==> src/rtl/detector_pkg.sv <==
// Shared detector definitions: row count, event record layout, row FSM states.
package detector_pkg;

  localparam int PixelHeight = 5;
  localparam int RowW        = $clog2(PixelHeight);
  localparam int TsWidth     = 16;

  // Per-row qualifier states
  typedef enum logic [1:0] {
    ST_IDLE,
    ST_ARMING,
    ST_ACTIVE,
    ST_RELEASING
  } row_state_t;

  // Event record as stored in the FIFO, MSB first: row, onset, timestamp
  typedef struct packed {
    logic [RowW-1:0]    row;
    logic               onset;
    logic [TsWidth-1:0] ts;
  } edge_event_t;

endpackage

==> src/rtl/edge_event_fifo.sv <==
// Show-ahead synchronous FIFO for packed event records.
// The caller never pushes when full without a same-cycle pop, and never pops when empty.
module edge_event_fifo
  import detector_pkg::*;
#(
  parameter int DEPTH = 8,
  parameter int WIDTH = $bits(edge_event_t)
) (
  input  logic             clock,
  input  logic             reset_n,
  input  logic             push,
  input  logic [WIDTH-1:0] din,
  input  logic             pop,
  output logic [WIDTH-1:0] dout,
  output logic             full,
  output logic             empty
);

  localparam int AW = $clog2(DEPTH);

  logic [AW:0]                  wr_q, wr_d, rd_q, rd_d;
  logic [DEPTH-1:0][WIDTH-1:0]  mem_q, mem_d;

  // Extra pointer bit distinguishes full from empty
  assign empty = (wr_q == rd_q);
  assign full  = (wr_q[AW] != rd_q[AW]) && (wr_q[AW-1:0] == rd_q[AW-1:0]);
  assign dout  = mem_q[rd_q[AW-1:0]];

  // Pointer advance and storage write
  always_comb begin
    wr_d  = wr_q;
    rd_d  = rd_q;
    mem_d = mem_q;
    if (push) begin
      mem_d[wr_q[AW-1:0]] = din;
      wr_d                = wr_q + 1'b1;
    end
    if (pop) rd_d = rd_q + 1'b1;
  end

  // Storage is reset so the head reads zero out of reset
  always_ff @(posedge clock or negedge reset_n) begin
    if (!reset_n) begin
      wr_q  <= '0;
      rd_q  <= '0;
      mem_q <= '0;
    end else begin
      wr_q  <= wr_d;
      rd_q  <= rd_d;
      mem_q <= mem_d;
    end
  end

endmodule

==> src/rtl/edge_event_reporter.sv <==
// Qualifies per-row edge flags with a run-length filter, timestamps confirmed
// onset/release transitions, and streams them out through an event FIFO.
module edge_event_reporter
  import detector_pkg::*;
#(
  parameter int PIXEL_HEIGHT = PixelHeight,
  parameter int MIN_RUN      = 3,
  parameter int FIFO_DEPTH   = 8,
  parameter int TS_WIDTH     = TsWidth
) (
  input  logic                            clock,
  input  logic                            reset_n,
  input  logic [PIXEL_HEIGHT-1:0]         edge_flags,
  output logic                            evt_valid,
  input  logic                            evt_ready,
  output logic [$clog2(PIXEL_HEIGHT)-1:0] evt_row,
  output logic                            evt_onset,
  output logic [TS_WIDTH-1:0]             evt_time,
  output logic                            overflow,
  input  logic                            clear_overflow,
  output logic [7:0]                      drop_count
);

  localparam int RW   = $clog2(PIXEL_HEIGHT);
  localparam int RUNW = $clog2(MIN_RUN + 1);
  localparam int EW   = RW + 1 + TS_WIDTH;
  localparam int DW   = $clog2(PIXEL_HEIGHT + 1);

  logic [TS_WIDTH-1:0]                     ts_q, ts_d;
  logic [PIXEL_HEIGHT-1:0]                 confirm, confirm_onset;
  logic [PIXEL_HEIGHT-1:0]                 pend_q, pend_d, pend_on_q, pend_on_d;
  logic [PIXEL_HEIGHT-1:0][TS_WIDTH-1:0]   pend_ts_q, pend_ts_d;
  logic [RW-1:0]                           sel;
  logic                                    any_pend, push, pop, full, empty;
  logic                                    push_on;
  logic [TS_WIDTH-1:0]                     push_ts;
  logic [EW-1:0]                           head;
  logic [DW-1:0]                           n_drop;
  logic [8:0]                              drop_sum;
  logic [7:0]                              drop_q, drop_d;
  logic                                    ovf_q, ovf_d;

  assign ts_d = ts_q + 1'b1;

  // Row qualifiers: one three-process FSM per row
  for (genvar i = 0; i < PIXEL_HEIGHT; i++) begin : g_row
    row_state_t      state_q, state_d;
    logic [RUNW-1:0] run_q, run_d;
    logic            f, cfm, cfm_on;

    assign f = edge_flags[i];

    // State and run counter register
    always_ff @(posedge clock or negedge reset_n) begin
      if (!reset_n) begin
        state_q <= ST_IDLE;
        run_q   <= '0;
      end else begin
        state_q <= state_d;
        run_q   <= run_d;
      end
    end

    // Next state: run counts consecutive samples agreeing with the candidate level
    always_comb begin
      state_d = state_q;
      run_d   = run_q;
      case (state_q)
        ST_IDLE: if (f) begin
          run_d   = RUNW'(1);
          state_d = (MIN_RUN == 1) ? ST_ACTIVE : ST_ARMING;
        end
        ST_ARMING: begin
          if (!f)                            state_d = ST_IDLE;
          else if (int'(run_q) + 1 == MIN_RUN) state_d = ST_ACTIVE;
          else                               run_d = run_q + 1'b1;
        end
        ST_ACTIVE: if (!f) begin
          run_d   = RUNW'(1);
          state_d = (MIN_RUN == 1) ? ST_IDLE : ST_RELEASING;
        end
        ST_RELEASING: begin
          if (f)                             state_d = ST_ACTIVE;
          else if (int'(run_q) + 1 == MIN_RUN) state_d = ST_IDLE;
          else                               run_d = run_q + 1'b1;
        end
        default: state_d = ST_IDLE;
      endcase
    end

    // Confirm strobes: entering ACTIVE from below is an onset, falling back to IDLE from above a release
    always_comb begin
      cfm    = 1'b0;
      cfm_on = 1'b0;
      case (state_q)
        ST_IDLE, ST_ARMING:      if (state_d == ST_ACTIVE) begin cfm = 1'b1; cfm_on = 1'b1; end
        ST_ACTIVE, ST_RELEASING: if (state_d == ST_IDLE) cfm = 1'b1;
        default: ;
      endcase
    end

    assign confirm[i]       = cfm;
    assign confirm_onset[i] = cfm_on;
  end

  // Priority arbiter: lowest pending row wins; a pop this cycle frees a slot
  always_comb begin
    sel      = '0;
    any_pend = 1'b0;
    push_on  = 1'b0;
    push_ts  = '0;
    for (int i = PIXEL_HEIGHT - 1; i >= 0; i--) begin
      if (pend_q[i]) begin
        sel      = RW'(i);
        any_pend = 1'b1;
        push_on  = pend_on_q[i];
        push_ts  = pend_ts_q[i];
      end
    end
    pop  = !empty && evt_ready;
    push = any_pend && (!full || pop);
  end

  // Pending registers: grant clears, confirm (re)loads; loading over an unpushed event drops it
  always_comb begin
    pend_d    = pend_q;
    pend_on_d = pend_on_q;
    pend_ts_d = pend_ts_q;
    n_drop    = '0;
    for (int i = 0; i < PIXEL_HEIGHT; i++) begin
      if (push && (sel == RW'(i))) pend_d[i] = 1'b0;
      if (confirm[i]) begin
        if (pend_q[i] && !(push && (sel == RW'(i)))) n_drop = n_drop + DW'(1);
        pend_d[i]    = 1'b1;
        pend_on_d[i] = confirm_onset[i];
        pend_ts_d[i] = ts_q;
      end
    end
  end

  // Sticky overflow and saturating drop counter; clear takes priority over new drops
  always_comb begin
    drop_sum = {1'b0, drop_q} + 9'(n_drop);
    drop_d   = drop_q;
    ovf_d    = ovf_q;
    if (clear_overflow) begin
      drop_d = '0;
      ovf_d  = 1'b0;
    end else if (n_drop != '0) begin
      drop_d = drop_sum[8] ? 8'hFF : drop_sum[7:0];
      ovf_d  = 1'b1;
    end
  end

  // Timestamp, pending and overflow state
  always_ff @(posedge clock or negedge reset_n) begin
    if (!reset_n) begin
      ts_q      <= '0;
      pend_q    <= '0;
      pend_on_q <= '0;
      pend_ts_q <= '0;
      drop_q    <= '0;
      ovf_q     <= 1'b0;
    end else begin
      ts_q      <= ts_d;
      pend_q    <= pend_d;
      pend_on_q <= pend_on_d;
      pend_ts_q <= pend_ts_d;
      drop_q    <= drop_d;
      ovf_q     <= ovf_d;
    end
  end

  edge_event_fifo #(
    .DEPTH (FIFO_DEPTH),
    .WIDTH (EW)
  ) u_fifo (
    .clock   (clock),
    .reset_n (reset_n),
    .push    (push),
    .din     ({sel, push_on, push_ts}),
    .pop     (pop),
    .dout    (head),
    .full    (full),
    .empty   (empty)
  );

  assign evt_valid                      = !empty;
  assign {evt_row, evt_onset, evt_time} = head;
  assign overflow                       = ovf_q;
  assign drop_count                     = drop_q;

endmodule
==> config.mk <==
export PLATFORM = sky130hd
export DESIGN_NAME = edge_event_reporter
export DESIGN_NICKNAME = d
export VERILOG_FILES = /design/src/rtl/detector_pkg.sv /design/src/rtl/edge_event_fifo.sv /design/src/rtl/edge_event_reporter.sv
export SDC_FILE = /design/constraint.sdc
export NUM_CORES = 1
export LEC_CHECK = 0
export ABC_AREA = 1
export CAP_MARGIN = 20
export CELL_PAD_IN_SITES_DETAIL_PLACEMENT = 0
export CELL_PAD_IN_SITES_GLOBAL_PLACEMENT = 1
export CORE_MARGIN = 4
export CORE_UTILIZATION = 45
export DETAILED_ROUTE_END_ITERATION = 8
export PLACE_DENSITY_LB_ADDON = 0.08
export RECOVER_POWER = 25
export REMOVE_ABC_BUFFERS = 1
export SLEW_MARGIN = 20
export SYNTH_ARGS = -nofsm -noshare
export SYNTH_HDL_FRONTEND = slang
export SYNTH_SLANG_ARGS = --single-unit
==> constraint.sdc <==
create_clock -name clock -period 7.6 [get_ports clock]
set_input_delay 1.52 -clock clock [delete_from_list [all_inputs] [get_ports clock]]
set_output_delay 1.52 -clock clock [all_outputs]
set_load 0.005 [all_outputs]
=== Yosys cells after proc, flatten, opt, wreduce, memory -nomap -nowiden ===
Index checks and enable logic that the tools add are counted.

* Flip-flop bits (word level): 303
* Output and inout bits: 30
* Word-level logic and storage cells: 301

* Add/subtract/negate cells: 18
* $lt $le $gt $ge: 3
* Eq/ne operators: 52
* Muxes and demuxes: 135
* Reductions and logical operators: 55

{| class="wikitable"
|+ Operator list
! operator !! number
|-
| bitwise mux 160 bit || 1
|-
| 2-to-1 mux 2 bit || 55
|-
| 2-to-1 mux 16 bit || 5
|-
| one-hot mux 2 bit (4 select lines) || 10
|-
| binary-select mux 20 bit (select 3 bit) || 1
|-
| demux 20 bit (select 3 bit) || 1
|-
| 2-to-1 mux 20 bit || 2
|-
| inequality test 2 bit (second input constant) || 20
|-
| 2-to-1 mux 1 bit || 39
|-
| 2-to-1 mux 3 bit || 13
|-
| == test 2 bit (second input constant) || 15
|-
| 2-to-1 mux 8 bit || 3
|-
| == test 3 x 2 -> 1 bit (second input constant) || 7
|-
| logical NOT 2 bit || 10
|-
| AND reduction 4 bit || 5
|-
| OR reduction 2 bit || 10
|-
| adder 16 x 1 -> 16 bit (second input constant) || 1
|-
| adder 2 x 1 -> 3 bit (second input constant) || 5
|-
| logical AND 1 bit || 14
|-
| adder 3 x 1 -> 3 bit (second input constant) || 4
|-
| nonzero test 2 bit || 6
|-
| adder 2 x 1 -> 2 bit (second input constant) || 5
|-
| == test 2 x 1 -> 1 bit (second input constant) || 5
|-
| one-hot mux 1 bit (2 select lines) || 5
|-
| 13 further kinds || 21
|}

=== Depth between registers and ports, before layout ===
Gate-level depths: netlist (run 1).

* Word-level depth: 27
* Depth in mapped cells: 41
* Depth with buffers taken out: 40

=== Modules after synthesis ===
Synthesis (run 1) repeated with hierarchy kept, for this count alone.

* Cells, all modules: 1875
* Area total of the unflattened synthesis: 14893.0 um2

{| class="wikitable"
|+ By module, submodules not included
! module !! instances !! cells an instance !! area an instance (um2) !! seq. area each (um2)
|-
| edge_event_fifo || 1 || 1119 || 8428.1 || 4204.0
|-
| edge_event_reporter || 1 || 756 || 6465.0 || 3378.2
|}

=== Least setup slack after synthesis (run 1) ===
OpenSTA, ideal clock, no wires.

* Path kind: input to register
* From: input port edge_flags[0]
* To: register drop_q[0] (netlist: drop_count[0])
* Library setup time: 0.065 ns
* Arrival time: 5.491 ns
* Path slack: 2.044 ns
* Cell stages on the path: 37
* Path buffers: 0
* Cell sequence: or2_2 -> nand2_1 -> nor2_1 -> nand3_1 -> inv_1 -> ha_1 -> nand2_1 -> nand2_1 -> ha_1 -> nand3_1 -> nand2_1 -> ha_1 -> inv_1 -> nand2_1 -> nand2_1 -> inv_1 -> ha_1 -> nand4_1 -> inv_1 -> nand2_1 -> nand2_1 -> nand2_1 -> nand2_4 -> ha_1 -> inv_1 -> or2_2 -> a21oi_1 -> nand2_1 -> nor2_1 -> inv_1 -> nor2_1 -> nand2_1 -> inv_1 -> nor2_1 -> nor2_1 -> nand2_1 -> nand2_1

* Longest elaborated chain between the ends: 22
* Elaborated cells on any way between the ends: 29
* Classes of those cells: 5 x add/sub; 1 x eq/ne; 20 x mux; 3 x reduce/logical

{| class="wikitable"
|+ RTL lines
! element !! line !! source
|-
| from (decl) || edge_event_reporter.sv:13 || <nowiki>input logic [PIXEL_HEIGHT-1:0] edge_flags,</nowiki>
|-
| 2-to-1 mux 2 bit, on equally long branches || n/a ||
|-
| one-hot mux 2 bit (4 select lines) (*) || edge_event_reporter.sv:68 || <nowiki>case (state_q)</nowiki>
|-
| == test 2 bit or logical NOT 2 bit (tied branches) || edge_event_reporter.sv:96, edge_event_reporter.sv:97 ||
|-
| 2-to-1 mux 1 bit, on equally long branches || edge_event_reporter.sv:96, edge_event_reporter.sv:97 ||
|-
| one-hot mux 1 bit (2 select lines) (*) || edge_event_reporter.sv:95 || <nowiki>case (state_q)</nowiki>
|-
| 2-to-1 mux 1 bit (*) || edge_event_reporter.sv:132 || <nowiki>if (confirm[i]) begin</nowiki>
|-
| adder 3 x 1 -> 3 bit || edge_event_reporter.sv:133 || <nowiki>if (pend_q[i] && !(push && (sel == RW'(i)))) n_drop = n_drop + DW'(1);</nowiki>
|-
| 2-to-1 mux 3 bit || edge_event_reporter.sv:133 ||
|-
| [6 not listed] || n/a ||
|-
| 2-to-1 mux 3 bit (*) || edge_event_reporter.sv:132 ||
|-
| adder 3 x 1 -> 3 bit || edge_event_reporter.sv:133 ||
|-
| 2-to-1 mux 3 bit || edge_event_reporter.sv:133 ||
|-
| 2-to-1 mux 3 bit (*) || edge_event_reporter.sv:132 ||
|-
| adder 8 x 3 -> 9 bit || edge_event_reporter.sv:143 || <nowiki>drop_sum = {1'b0, drop_q} + 9'(n_drop);</nowiki>
|-
| 2-to-1 mux 8 bit || edge_event_reporter.sv:150 || <nowiki>drop_d = drop_sum[8] ? 8'hFF : drop_sum[7:0];</nowiki>
|-
| 2-to-1 mux 8 bit || edge_event_reporter.sv:149 || <nowiki>end else if (n_drop != '0) begin</nowiki>
|-
| 2-to-1 mux 8 bit || edge_event_reporter.sv:146 || <nowiki>if (clear_overflow) begin</nowiki>
|-
| to (signal assigned) || edge_event_reporter.sv:169 || <nowiki>drop_q <= drop_d;</nowiki>
|-
| to (decl) || edge_event_reporter.sv:40 || <nowiki>logic [7:0] drop_q, drop_d;</nowiki>
|}

Every way passes the cells marked *; elsewhere a longest branch is shown, timed or not. The select of a mux whose other input is x is not followed.
A chain may end at the register's enable or synchronous reset.

=== Worst setup path in the final report (run 1) ===
* From: input port evt_ready
* To: register drop_q[0] (netlist: drop_count[0])

* Longest elaborated chain between the ends: 24
* Elaborated cells on any way between the ends: 38
* Classes of those cells: 5 x add/sub; 13 x mux; 20 x reduce/logical

{| class="wikitable"
|+ RTL lines
! element !! line !! source
|-
| from (decl) || edge_event_reporter.sv:15 || <nowiki>input logic evt_ready,</nowiki>
|-
| logical AND 1 bit (*) || edge_event_reporter.sv:120 || <nowiki>pop = !empty && evt_ready;</nowiki>
|-
| logical OR 1 bit (*) || edge_event_reporter.sv:121 || <nowiki>push = any_pend && (!full || pop);</nowiki>
|-
| logical AND 1 bit (*) || edge_event_reporter.sv:121 ||
|-
| logical AND 1 bit || edge_event_reporter.sv:133 ||
|-
| logical NOT 1 bit || edge_event_reporter.sv:133 ||
|-
| logical AND 1 bit || edge_event_reporter.sv:133 ||
|-
| 2-to-1 mux 1 bit || edge_event_reporter.sv:133 ||
|-
| 2-to-1 mux 1 bit || edge_event_reporter.sv:132 ||
|-
| [8 not listed] || n/a ||
|-
| 2-to-1 mux 3 bit || edge_event_reporter.sv:132 ||
|-
| adder 3 x 1 -> 3 bit || edge_event_reporter.sv:133 ||
|-
| 2-to-1 mux 3 bit || edge_event_reporter.sv:133 ||
|-
| 2-to-1 mux 3 bit (*) || edge_event_reporter.sv:132 ||
|-
| adder 8 x 3 -> 9 bit || edge_event_reporter.sv:143 ||
|-
| 2-to-1 mux 8 bit || edge_event_reporter.sv:150 ||
|-
| 2-to-1 mux 8 bit || edge_event_reporter.sv:149 ||
|-
| 2-to-1 mux 8 bit || edge_event_reporter.sv:146 ||
|}

Marked as above.

==> metrics.yaml, run 1 <==
critical_path:
  cp.depth: 38
  critical_path_class: "input port to register"
  slowest_delay_ns: 0.58
  r2r_cells: 39
  cp-start-kind: "input port"
  rr_endpoint: "drop_count[0]"
  reg2reg_from: "pend_q[2]"
  worst-r2r-setup-slack_ns: 1.73
  cp.buffers_inverters: 7
  worstPathRequired_ns: 8.04
  crit_fanout: 6
  endpoint_kind: "register"
  critical_path.top_delay_family: "simple AND/OR/NAND/NOR gates"
  critPathSlowestCell: "dlygate4sd3_1"
  arrival_ns: 6.79
  crit_top_cell: "nand2_1"
floorplanning:
  die_y_um: 184
  initial_utilization_pct: 45.7
  die_area_um2: 34000
  die_w_um: 184
  top_level_ports: 39
  fp-row-count: 64
  coreArea_um2: 30700
clocking:
  postCtsSetupBuffers: 0
  clk_latency_ns: 0.51
  root_buffer: "clkbuf_16"
  holdBufCountCts: 0
  cts_sinks: 303
  clk_path_buf_depth: 3
  cts_tree: "yes"
  cts_made_buffers: 36
  cts_resized: 0
  htree_levels: 2
  cts.clk_slew.worst_paths_ns: 0.06
pwr:
  ir_drop_mv: 0.231
  power_density_nw_per_um2: 439
  cellLeakagePower_nw: 7.65
min_path:
  hold_path.class: "register to register"
  min_to: "u_fifo.mem_q[78]"
  worstHoldStart: "u_fifo.mem_q[78]"
  hold_depth: 2
placed_design:
  port_buffers: 38
  place_hpwl_um: 20400
  placed_cells: 2042
  pre_cts_slack_ns: 1.04
  gp_congestion: 0.768
routing:
  finalWirelength_um: 35800
  drcViolationCount: 0
  dr.pass1.iters: 5
  wl_per_cell_um: 17.0
  vias: 11015
  viasPerCell: 5.24
  antenna_left: 0
  drtIter0Drc: 835
sta:
  rsz0062_at_grt: "false"
  tightest_slew_ns: 4.82
  fmax_ghz: 0.158
  slew_viol_final: 137
  tns_ns: 0
  setup_viol: 0
  slew_headroom_pct: -221
  whs_ns: 0.467
  final_hold_viol_count: 0
  timing.final.crit_period_ns: 6.34
  finalWorstSetupSlack_ns: 1.26
  skew_ns: 0.0176
  period_share_pct: 83.5
synthesis:
  synthesis.area_um2: 14000
  postSynthCellCount: 1671
  synth.avg_cell_area_um2: 8.38
  synthArstFlopShare_pct: 100
  netlist_top_cells_count: "484 x nand2_1, 303 x dfrtp_1, 300 x o21ai_0"
  synth-edff-count: 0
  synthDistinctLibCells: 44
  synth_ff_type: "dfrtp_1"
  synth.top_cell.area_share_pct: 54.1
  synth.most_common_cell: "nand2_1"
  ys_seq_elements: 303
  ys_seq_area_share_pct: 54.1
  yosysWarnings: 0
  ys_top_cells_by_area: "dfrtp_1 54%, nand2_1 13%, o21ai_0 11%"
  synth.largest_area_cell: "dfrtp_1"
flow_run:
  cap_violations: 2
layout:
  utilization_pct: 51.6
  area_growth_pct: 13.1
  nets: 1709
  drive_above_1_share_pct: 7.15
  fillers: 2995
  diodes: 0
  finalNonFillerCells: 2102
grt:
  first_global_vias: 10946
  grt_max_degree: 149
  grt-ovfl-total: 0
  antenna_found_initial: 0
  grt_usage_pct: 21.6
  grt_pass1_wl_um: 59300
status:
  outcome: "complete, but fails checks"
  violations: "max-capacitance violations, max-slew violations"
[cell families after synthesis]
logic type / count (synthesis) / synth area share (%)
buffers and inverters: 220 / 6.23
adder cells (fa/ha/maj): 16 / 1.48
flip-flops: 303 / 54.1
XOR/XNOR: 24 / 1.50
AND/OR/NAND/NOR: 691 / 20.7
AO/OA/AOI/OAI: 417 / 16.0
[power breakdown]
part	switching (mW)	total [mW]	internal, mW
clock network	0.663	1.67	1.01
registers	0.307	2.51	2.21
logic	1.80	2.76	0.962
[stage by stage]
step / total power [mW] / instance area, µm²
global placement: 5.27 / 14700
finish: 6.95 / 15800
detailed placement: 5.32 / 14700
global route: 7.52 / 15800
floorplan: 4.19 / 13600
CTS: 7.03 / 15900
[cell usage in the layout (no fill, tap or decap), types with 5 or more instances in the layout]
master           netlist  layout
a31oi_1               20      20
a221oi_1              14      14
o31ai_1                6       6
nor3_2                 3       5
clkbuf_16              0      37
clkbuf_8               0       9
dlygate4sd3_1          0       6
clkdlybuf4s50_1        0      31
inv_1                119     119
nor3_1                23      21
nand3_1               33      34
o21ai_0              300     300
o22ai_1               10      10
nand3_2                7       7
ha_1                  15      15
dfrtp_1              303     302
clkbuf_1              55       8
nand2_1              484     484
nand2_2                5       5
a2bb2oi_1              6       6
xor2_1                22      22
inv_2                 12      11
buf_4                  1      19
a21oi_1               55      55
nor2_1               114     114
[worst reg2reg max path: cells and delay by family (launching register included)]
kind,cells,cell delay [ns]
fa+ha+maj,5,1.37
compound gates,2,0.34
simple gates,24,2.44
buf+inv,8,0.69
flops,1,0.98
[metal layers]
metal | global-route usage, % | wire length [µm]
met1 | 30.8 | 17300
met2 | 35.7 | 16300
met3 | 2.37 | 1410
met4 | 5.09 | 757
met5 | 0 | 0
[layout make-up]
class                   instances  area (µm²)  area share, %
repair buffers                 61         556           3.51
clock buffers                  52        1070           6.77
multi-input cells            1148        5550           35.0
inverters                     134         503           3.18
clock inverters                 8        76.3          0.482
flip-flops and latches        303        7580           47.9
well taps                     396         495           3.13
[registers in the layout (all words and copies together), names as in the netlist]
register       flops
pend_on_q          5
overflow           1
g_row.state_q     10
g_row.run_q       10
drop_count         8
u_fifo.mem_q     160
ts_q              16
u_fifo.wr_q        4
u_fifo.rd_q        4
pend_ts_q         80
pend_q             5
[worst max path at each step]
| stage | startpoint | to | slack [ns] |
|---|---|---|---|
| finish | evt_ready | drop_count[0] | 1.26 |
| global route | evt_ready | drop_count[0] | 0.63 |
| CTS | evt_ready | drop_count[5] | 1.55 |
| detailed placement | evt_ready | drop_count[5] | 1.04 |
| global placement | evt_ready | drop_count[0] | 1.17 |
| floorplan | u_fifo.rd_q[0] | drop_count[0] | 1.14 |
Note: power is estimated with default switching activity, not from simulation.
==> inputs of run 2 (changes only) <==
==> constraint.sdc (replaced) <==
create_clock -name clock -period 6.44 [get_ports clock]
set_input_delay 1.288 -clock clock [delete_from_list [all_inputs] [get_ports clock]]
set_output_delay 1.288 -clock clock [all_outputs]
set_load 0.005 [all_outputs]
==> metrics.yaml, run 2 (same netlist as run 1, synthesis figures left out) <==
pwr:
  cellLeakagePower_nw: 7.69  # +0.58%
  power_density_nw_per_um2: 520  # +18%
  ir_drop_mv: 0.289  # +25%
critical_path:
  worstPathRequired_ns: 6.89  # -1.15 ns
  rr_endpoint: "drop_count[0]"
  cp-startpoint: "edge_flags[0]"
  r2r_cells: 38  # -2.6%
  endpoint: "drop_count[0]"
  crit_fanout: 4  # -2
  crit_top_cell: "nand2_1"
  arrival_ns: 6.29  # -0.50 ns
  endpoint_kind: "register"
  critical_path_class: "input port to register"
  cp-start-kind: "input port"
  slowest_delay_ns: 0.57  # about the same
  worst-r2r-setup-slack_ns: 0.93  # -0.80 ns
  critPathSlowestCell: "dlygate4sd3_1"
  reg2reg_from: "pend_q[1]"
sta:
  final_hold_viol_count: 0  # unchanged
  skew_ns: 0.00758  # -0.0100 ns
  finalWorstSetupSlack_ns: 0.602  # -0.655 ns
  tightest_slew_ns: 3.40  # -1.41 ns
  period_share_pct: 90.7
  rsz0062_at_grt: "false"
  slew_headroom_pct: -127  # +94 points
  tns_ns: 0  # unchanged
  setup_viol: 0  # unchanged
  fmax_ghz: 0.171
  timing.final.crit_period_ns: 5.84
  slew_viol_final: 192  # +40%
min_path:
  hold_path.class: "register to register"
layout:
  final_cell_mix: "484 x nand2_1, 302 x dfrtp_1, 300 x o21ai_0"
  final_common_cell: "nand2_1"
  diodes: 0  # unchanged
  finalInstanceArea_um2: 15900  # +0.61%
  top_register: "u_fifo.mem_q"
  nets: 1713  # +0.23%
  area_growth_pct: 13.7
  finalNonFillerCells: 2110  # +0.38%
  drive_above_1_share_pct: 7.76  # +0.61 points
  top_regs: "u_fifo.mem_q (160), pend_ts_q (80), ts_q (16)"
  largest_reg_flops: 160  # unchanged
placed_design:
  placed_cell_area_um2: 14700  # +0.14%
  gp_congestion: 0.772  # +0.46%
  place_hpwl_um: 20600  # +1.2%
  port_buffers: 38  # unchanged
  pre_cts_slack_ns: 0.118  # -0.920 ns
  placed_cells: 2045  # +0.15%
routing:
  vias: 11056  # +0.37%
  finalWirelength_um: 36000  # +0.40%
  met3_length_um: 1370  # -2.7%
  wl_met2_um: 16400  # +0.60%
  wl_per_cell_um: 17.0  # about the same
  antenna_left: 0  # unchanged
  drtIter0Drc: 791  # -5.3%
  wl_met1_um: 17300  # about the same
  highest_layer: "met4"
  viasPerCell: 5.24  # about the same
  dr.pass1.iters: 5  # unchanged
  drcViolationCount: 0  # unchanged
grt:
  grt_max_degree: 128  # -14%
  grt-ovfl-total: 0  # unchanged
  antenna_found_initial: 0  # unchanged
  first_global_vias: 10790  # -1.4%
  grt_pass1_wl_um: 59000  # -0.45%
  grt_usage_pct: 21.6  # +0.061 points
floorplanning:
  fp-row-count: 64  # unchanged
  initial_utilization_pct: 45.7  # unchanged
  top_level_ports: 39  # unchanged
  die_w_um: 184  # unchanged
  die_area_um2: 34000  # unchanged
  die_y_um: 184  # unchanged
  coreArea_um2: 30700  # unchanged
clocking:
  htree_levels: 2  # unchanged
  root_buffer: "clkbuf_16"
  postCtsSetupBuffers: 0  # unchanged
  holdBufCountCts: 0  # unchanged
  clk_latency_ns: 0.51  # about the same
  cts.clk_slew.worst_paths_ns: 0.06  # about the same
  clk_path_buf_depth: 3  # unchanged
  cts_made_buffers: 36  # unchanged
  cts_resized: 0  # unchanged
  cts_tree: "yes"
  cts_sinks: 303  # unchanged
flow_run:
  cap_violations: 2  # unchanged
status:
  outcome: "complete, but fails checks"
  violations: "max-capacitance violations, max-slew violations"
==> run 2: changes by cell type in the layout (fill, tap and decap cells not counted), sizes merged <==
| cell | before | now |
|---|---|---|
| buf | 21 | 26 |
| bufinv | 1 | 2 |
| clkbuf | 54 | 56 |
| clkdlybuf4s25 | 1 | 0 |
| clkdlybuf4s50 | 31 | 32 |
| clkinv | 8 | 10 |
| dlygate4sd3 | 6 | 5 |
| inv | 133 | 132 |
==> run 2: through the flow <==
step                      total power, mW  hold WS, ns  utilization, %
after floorplan                      4.94        0.437               -
after global placement               6.24        0.451            48.0
after detailed placement             6.30        0.454            48.0
after CTS                            8.36        0.467            51.9
after global routing                 8.96        0.487            51.9
final                                8.28        0.464            51.9
==> run 2: how the worst min path moves through the flow <==
stage                      start                end  slack [ns]  depth (start not counted)
6_report        u_fifo.mem_q[78]   u_fifo.mem_q[78]        0.46                          2
5_1_grt                  ts_q[6]            ts_q[6]        0.49                          1
4_1_cts                  ts_q[6]            ts_q[6]        0.47                          1
3_5_place_dp    u_fifo.mem_q[78]   u_fifo.mem_q[78]        0.45                          2
3_3_place_gp    u_fifo.mem_q[79]   u_fifo.mem_q[79]        0.45                          2
2_1_floorplan  u_fifo.mem_q[157]  u_fifo.mem_q[157]        0.44                          2
==> run 2: power by group <==
part	internal (mW)	total (mW)	switching [mW]
clock	1.23	2.02	0.793
combinational	1.15	3.31	2.16
sequential	2.60	2.95	0.345
==> run 2: critical path, delay by kind of cell <==
kind                     cells  cell delay, ns
buffers and inverters        8            1.02
adder cells (fa/ha/maj)      5            1.38
AO/OA/AOI/OAI                1            0.22
AND/OR/NAND/NOR             24            2.38
==> run 2: cell type report <==
cell class | count | area, µm²
clock inverters | 10 | 111
multi-input cells | 1148 | 5570
clock buffers | 54 | 1070
well taps | 396 | 495
fillers | 2950 | 14700
inverters | 134 | 503
flip-flops and latches | 303 | 7580
repair buffers | 65 | 597
==> run 2: routing by layer <==
metal / up-vias / track usage [%]
met2: 224 / 35.3
met3: 63 / 2.39
met4: 0 / 5.50
li1: 5490 / -
met5: - / 0
met1: 5279 / 31.1
